===== src/rtl/ifu_fetch.sv =====
// ifu_fetch: owns the PC, issues 8-byte aligned fetches and queues
// the selected 32-bit word with its PC for decode.
module ifu_fetch #(
  parameter logic [63:0] PC_RST = 64'h8000_0000,
  parameter int          DEPTH  = 4
) (
  input  logic        clk,
  input  logic        rst_n,
  input  logic        redirect_valid,
  input  logic [63:0] redirect_pc,
  output logic        imem_req_valid,
  input  logic        imem_req_ready,
  output logic [63:0] imem_req_addr,
  input  logic        imem_resp_valid,
  input  logic [63:0] imem_resp_data,
  output logic        inst_valid,
  input  logic        inst_ready,
  output logic [31:0] inst,
  output logic [63:0] inst_pc
);
  localparam int CW = $clog2(DEPTH + 1);
  localparam int PW = (DEPTH > 1) ? $clog2(DEPTH) : 1;
  localparam logic [CW:0]   LIMIT = (CW+1)'(DEPTH);
  localparam logic [PW-1:0] LAST  = PW'(DEPTH - 1);

  logic [63:0]   r_fetch_pc;
  logic          r_run;
  logic [CW-1:0] r_inflight;
  logic [CW-1:0] r_drop;
  logic [CW-1:0] r_icnt;
  logic [63:0]   r_tag_pc [DEPTH];
  logic [PW-1:0] r_tag_wr;
  logic [PW-1:0] r_tag_rd;
  logic [63:0]   r_ipc [DEPTH];
  logic [31:0]   r_iword [DEPTH];
  logic [PW-1:0] r_iwr;
  logic [PW-1:0] r_ird;

  logic          w_req_fire;
  logic          w_resp;
  logic          w_keep;
  logic          w_pop;
  logic [63:0]   w_tag_pc;
  logic [31:0]   w_word;
  logic [CW:0]   w_used;
  logic [CW-1:0] w_outstanding;

  function automatic logic [PW-1:0] f_inc(input logic [PW-1:0] p);
    return (p == LAST) ? '0 : p + PW'(1);
  endfunction

  // Credit covers both in-flight requests and buffered words
  assign w_used         = {1'b0, r_inflight} + {1'b0, r_icnt};
  assign imem_req_valid = r_run & (w_used < LIMIT);
  assign imem_req_addr  = r_fetch_pc & ~64'h7;
  assign w_req_fire     = imem_req_valid & imem_req_ready;
  assign w_resp         = imem_resp_valid & (r_inflight != '0);
  assign w_tag_pc       = r_tag_pc[r_tag_rd];
  assign w_word         = w_tag_pc[2] ? imem_resp_data[63:32]
                                      : imem_resp_data[31:0];
  assign w_keep         = w_resp & (r_drop == '0) & ~redirect_valid;
  assign w_outstanding  = r_inflight + CW'(w_req_fire) - CW'(w_resp);
  assign inst_valid     = (r_icnt != '0);
  assign w_pop          = inst_valid & inst_ready;
  assign inst           = r_iword[r_ird];
  assign inst_pc        = r_ipc[r_ird];

  always_ff @(posedge clk or negedge rst_n) begin
    if (!rst_n) begin
      r_fetch_pc <= PC_RST;
      r_run      <= 1'b0;
      r_inflight <= '0;
      r_drop     <= '0;
      r_icnt     <= '0;
      r_tag_wr   <= '0;
      r_tag_rd   <= '0;
      r_iwr      <= '0;
      r_ird      <= '0;
      for (int i = 0; i < DEPTH; i++) begin
        r_tag_pc[i] <= '0;
        r_ipc[i]    <= '0;
        r_iword[i]  <= '0;
      end
    end else begin
      r_run      <= 1'b1;
      r_inflight <= w_outstanding;
      if (w_req_fire) begin
        r_tag_pc[r_tag_wr] <= r_fetch_pc;
        r_tag_wr           <= f_inc(r_tag_wr);
      end
      if (w_resp) r_tag_rd <= f_inc(r_tag_rd);
      if (w_keep) begin
        r_ipc[r_iwr]   <= w_tag_pc;
        r_iword[r_iwr] <= w_word;
      end
      // Everything still outstanding after a redirect is stale
      if (redirect_valid) begin
        r_fetch_pc <= redirect_pc & ~64'h3;
        r_drop     <= w_outstanding;
        r_icnt     <= '0;
        r_iwr      <= '0;
        r_ird      <= '0;
      end else begin
        if (w_req_fire) r_fetch_pc <= r_fetch_pc + 64'd4;
        if (w_resp && (r_drop != '0)) r_drop <= r_drop - CW'(1);
        if (w_keep) r_iwr <= f_inc(r_iwr);
        if (w_pop) r_ird <= f_inc(r_ird);
        r_icnt <= r_icnt + CW'(w_keep) - CW'(w_pop);
      end
    end
  end

  a_no_orphan_resp: assert property (@(posedge clk) disable iff (!rst_n)
    !(imem_resp_valid && (r_inflight == '0)));
  a_drop_bound: assert property (@(posedge clk) disable iff (!rst_n)
    r_drop <= r_inflight);

endmodule


===== config.mk =====
export PLATFORM = sky130hd
export DESIGN_NAME = ifu_fetch
export DESIGN_NICKNAME = d
export VERILOG_FILES = /design/src/rtl/ifu_fetch.sv
export SDC_FILE = /design/constraint.sdc
export NUM_CORES = 1
export LEC_CHECK = 0
export CAP_MARGIN = 5
export CORE_MARGIN = 2
export CORE_UTILIZATION = 30
export DETAILED_ROUTE_END_ITERATION = 8
export GPL_TIMING_DRIVEN = 0
export PLACE_DENSITY = 0.54
export SLEW_MARGIN = 20
export SYNTH_ARGS = -nofsm -noshare
export SYNTH_HDL_FRONTEND = slang
export SYNTH_SLANG_ARGS = --single-unit

===== constraint.sdc =====
create_clock -name clk -period 2.5 [get_ports clk]
set_input_delay 0.5 -clock clk [delete_from_list [all_inputs] [get_ports clk]]
set_output_delay 0.5 -clock clk [all_outputs]
set_load 0.1 [all_outputs]

==> results.txt <==
- The flow ran to the end, but the final reports show violations.
- The final reports fail on setup timing.
- Across all layers, the routed design uses between 20000 and 25000 vias.
* Part of the Yosys area used for sequential elements: roughly 55%
* Least setup slack across all paths after layout: -0.377 ns
* Reg-to-reg endpoint: r_fetch_pc[32]
- After detailed routing, the number of vias per cell comes to between 4 and 5.
- Instance count on the critical path: 6
* Family with the most delay on the worst path: buffers and inverters
- The critical path is of the reg2out type.
- In the final timing run, aggregate negative setup slack is -27.26 ns.
* Setup repair after global routing missed its margin: true
- For this run, global-route usage on met3 was measured as 4.50%.
* Kind of start point of the critical path: register
- The synthesized design contains 0 enable-type register cells.
- The repair_antennas step left the layout with diodes totalling 0.
- The via count of the first global-routing pass is 22100.
- Wire length of the first global-routing pass: between 100 and 150 mm
- GP Congestion: 0.817
- Wires add up to 96.5 mm.
- ANT nets after route: 0
* Final-stage net count: 2975
* Post-synthesis area per instance: 13.5 sq um
- Highest-utilization routing layer at the global route stage: met2
* Actual slew at the worst max-slew pin: between 0.9 and 1 ns
* TritonCTS clock tree: built
- The total overflow left after global routing is 0.
* Instance count of the mapped netlist: approximately 2400
* Leakage: about 18 nW
- The post-route netlist has 44.7% of its cells at a drive strength greater than 1.
- The number of cells on the worst reg-to-reg path is 8.
- Across the run, the number of max-cap violations was 0.
- Final count of pins violating max slew: 0
- Summed over all nets, the half-perimeter wirelength after detailed placement is 66.8 mm.
- Reg-to-reg slack, setup: -0.16 ns
- The total area inside the core boundary comes to 107000 sq um.
- Critical Path End Type: output port
* Power Dens Cells: 1280 nW/um^2
- Syn Std Cell Area: 32100 sq um
- Root cell of the clock tree: sky130_fd_sc_hd__clkbuf_16
- Vertical die dimension: 331 um
* Register Area: around 18000 sq um
- The critical path ends at inst_pc[61].
- IR analysis of the VDD net gives a maximum drop of 812 uV.
- Based on the critical path, the design can be clocked at up to 348 MHz.
- Clock buffer count from CTS: 80
- Slowest library cell on the worst path: sky130_fd_sc_hd__mux4_2
- Global-route usage over all layers: 17.6%
- The filler cells instantiated in the layout total just over 10000.
- First drt pass iteration count: 5
* Cell chain of the critical path: clkbuf_16 > buf_16 > buf_12 > buf_8 > mux4_2 > buf_12
* Main flop type after synthesis: sky130_fd_sc_hd__dfrtp_1
- Critical path's most frequent cell: sky130_fd_sc_hd__buf_12
- In this run the horizontal extent of the chip is 331 um.
- Number of buffers on the longest clock path: 3
- Setup violations, final: 106
- The library cell used most frequently in the layout, excluding fill and tap cells, is sky130_fd_sc_hd__dfrtp_1.
* Die area: about 110000 sq um
- Synth async-reset ratio: between 90% and 100%
* Met2 demand-to-capacity share in global routing: 27.2%
* Clock insertion delay at the later pin of the skew report: 0.64 ns
- Maximum net fanout on the critical path: 5
* Minimum clock period: 2.88 ns
- The clock arrives with 0.0255 ns of skew.
* Area Overhead vs Synth: 30.9%
* Count of standard-cell rows: 120
- Crit share post-route: 115%
- Area of combinational cells with multiple inputs: 13700 sq um
- Minimum setup slack after placement: -1.75 ns
* Starting density of the core: 30.1%
* First-iteration detailed-routing DRC count: 1435
* # DRC: 0
- The initial antenna violation count was 9.
- Slew margin rel.: 35.6%
* Hold WC Path Type: in2async
- The worst register-to-register path begins at r_inflight[2].
* FF+latch count, synth: 704
- Synth warnings: 0
* Post-DR wirelength/cell: 22.5 um
* Startpoint of the worst setup timing path: r_ird[0]
* Req. time, crit path: roughly 2.0 ns
- H-tree level count: 3
* IO Pins: 296
- During placement, the flow inserted port buffers numbering 288.
* Cell variety after synth: 48
- Commonest non-fill, non-tap cells in the layout: 696 x sky130_fd_sc_hd__dfrtp_1, 476 x sky130_fd_sc_hd__mux2_2, 175 x sky130_fd_sc_hd__nor2_1, 156 x sky130_fd_sc_hd__mux4_2, 132 x sky130_fd_sc_hd__a21oi_1
- Clock tree synthesis found a total of 704 sinks.
- Clock edge transition at the registers on the reported setup and hold paths: roughly 0.06 ns
- For this run, the slowest stage of the critical path takes approximately 0.54 ns.
* Combined buffer and inverter count along the critical path: 5
* Grt met1 use: around a quarter
- Maximum number of pins on one net before global-route repair: 97
- Data on the critical path arrives at its endpoint at 2.38 ns.
* Final number of hold-violating endpoints: 0
-- timing repair --
action / CTS / global route
pin swaps: 30 / 47
setup endpoints to repair: 830 / 597
setup buffers: 42 / 23
hold endpoints to repair: 39 / 0
hold buffers: 1 / 0
resized for setup: 1156 / 200
cloned: 5 / 1
-- cell families after synthesis --
logic type | Yosys count | synth area share, %
multiplexers | 666 | 28.7
buffers and inverters | 271 | 4.07
adder cells (fa/ha/maj) | 21 | 0.865
XOR/XNOR | 31 | 0.845
other | 2 | 0.0234
AND/OR/NAND/NOR | 421 | 6.28
flip-flops | 704 | 54.9
AO/OA/AOI/OAI | 258 | 4.36
-- through the flow --
step / util [%] / hold WS, ns / area (sq um) / power, W / cells
floorplan: - / 0.204 / 32100 / 0.0331 / 2378
global placement: 34.5 / 0.458 / 36800 / 0.0391 / 4069
detailed placement: 34.7 / 0.414 / 37000 / 0.0393 / 4078
CTS: 38.9 / 0.327 / 41400 / 0.0538 / 4268
global route: 39.4 / 0.371 / 42000 / 0.0563 / 4285
finish: 39.4 / 0.357 / 42000 / 0.0538 / 4285
-- state kept, by name, indices dropped and copies added, names as in the netlist --
| name | flops |
|---|---|
| r_inflight | 3 |
| r_run | 1 |
| r_tag_rd | 2 |
| r_icnt | 3 |
| r_iwr | 2 |
| r_ird | 2 |
| r_tag_wr | 2 |
| r_ipc | 248 |
| r_drop | 3 |
| r_iword | 128 |
| r_tag_pc | 248 |
| r_fetch_pc | 62 |
-- Yosys cell counts (2+ instances only) --
cell	count	area share [%]
sky130_fd_sc_hd__nor2b_1	3	0.058
sky130_fd_sc_hd__nand3b_1	2	0.047
sky130_fd_sc_hd__nand3_1	29	0.45
sky130_fd_sc_hd__ha_1	19	0.74
sky130_fd_sc_hd__nand2b_1	3	0.058
sky130_fd_sc_hd__and3_1	8	0.16
sky130_fd_sc_hd__nor3_1	15	0.23
sky130_fd_sc_hd__mux4_2	156	11
sky130_fd_sc_hd__or3_1	21	0.41
sky130_fd_sc_hd__o31a_1	4	0.11
sky130_fd_sc_hd__nor2_1	178	2.1
sky130_fd_sc_hd__or2_2	4	0.078
sky130_fd_sc_hd__conb_1	2	0.023
sky130_fd_sc_hd__o31ai_1	15	0.35
sky130_fd_sc_hd__mux2_2	476	17
sky130_fd_sc_hd__clkbuf_2	4	0.062
sky130_fd_sc_hd__fa_1	2	0.12
sky130_fd_sc_hd__nor4_1	8	0.16
sky130_fd_sc_hd__inv_1	21	0.25
sky130_fd_sc_hd__and4_1	7	0.19
sky130_fd_sc_hd__a31oi_1	33	0.64
sky130_fd_sc_hd__buf_1	26	0.30
sky130_fd_sc_hd__nand2_1	80	0.94
sky130_fd_sc_hd__and2_1	8	0.16
sky130_fd_sc_hd__mux2i_1	34	1.1
sky130_fd_sc_hd__a21oi_1	132	2.1
sky130_fd_sc_hd__xor2_1	18	0.49
sky130_fd_sc_hd__xnor2_1	13	0.35
sky130_fd_sc_hd__or4_1	13	0.30
sky130_fd_sc_hd__buf_4	68	1.6
sky130_fd_sc_hd__clkbuf_1	133	1.6
sky130_fd_sc_hd__buf_2	17	0.26
sky130_fd_sc_hd__nand4_1	36	0.70
sky130_fd_sc_hd__o21ai_0	70	1.1
sky130_fd_sc_hd__dfrtp_1	703	55
-- worst min-delay path by stage --
stage              endpoint  slack, ns  cells after the start
5_1_grt        r_iword[115]       0.37                      2
6_report        r_iword[48]       0.36                      2
3_5_place_dp   r_iword[115]       0.41                      1
2_1_floorplan     r_drop[0]       0.20                      0
4_1_cts        r_iword[115]       0.33                      2
3_3_place_gp   r_tag_pc[43]       0.46                      2
-- final cells by class --
type | count | area share, %
sequential | 704 | 41.9
multi-input combinational | 1403 | 32.5
timing repair buffer | 364 | 9.98
clock buffer | 119 | 5.76
buffer | 245 | 4.41
tap | 1403 | 4.18
clock inverter | 25 | 1.05
inverter | 22 | 0.214
-- where the power goes --
group          internal (W)  switching (W)  total [W]
clock               0.00775        0.00489     0.0126
sequential           0.0149        0.00179     0.0166
combinational       0.00968         0.0148     0.0245
-- layer usage --
layer  wire, um  vias to the layer above  part of all wire (%)
met5         60                        -                 0.062
met4       2220                       12                   2.3
met2      44000                      606                    46
met3       6390                      133                   6.6
met1      43800                    11100                    45
li1           -                     9469                     -
Note: power is estimated with default switching activity, not from simulation.
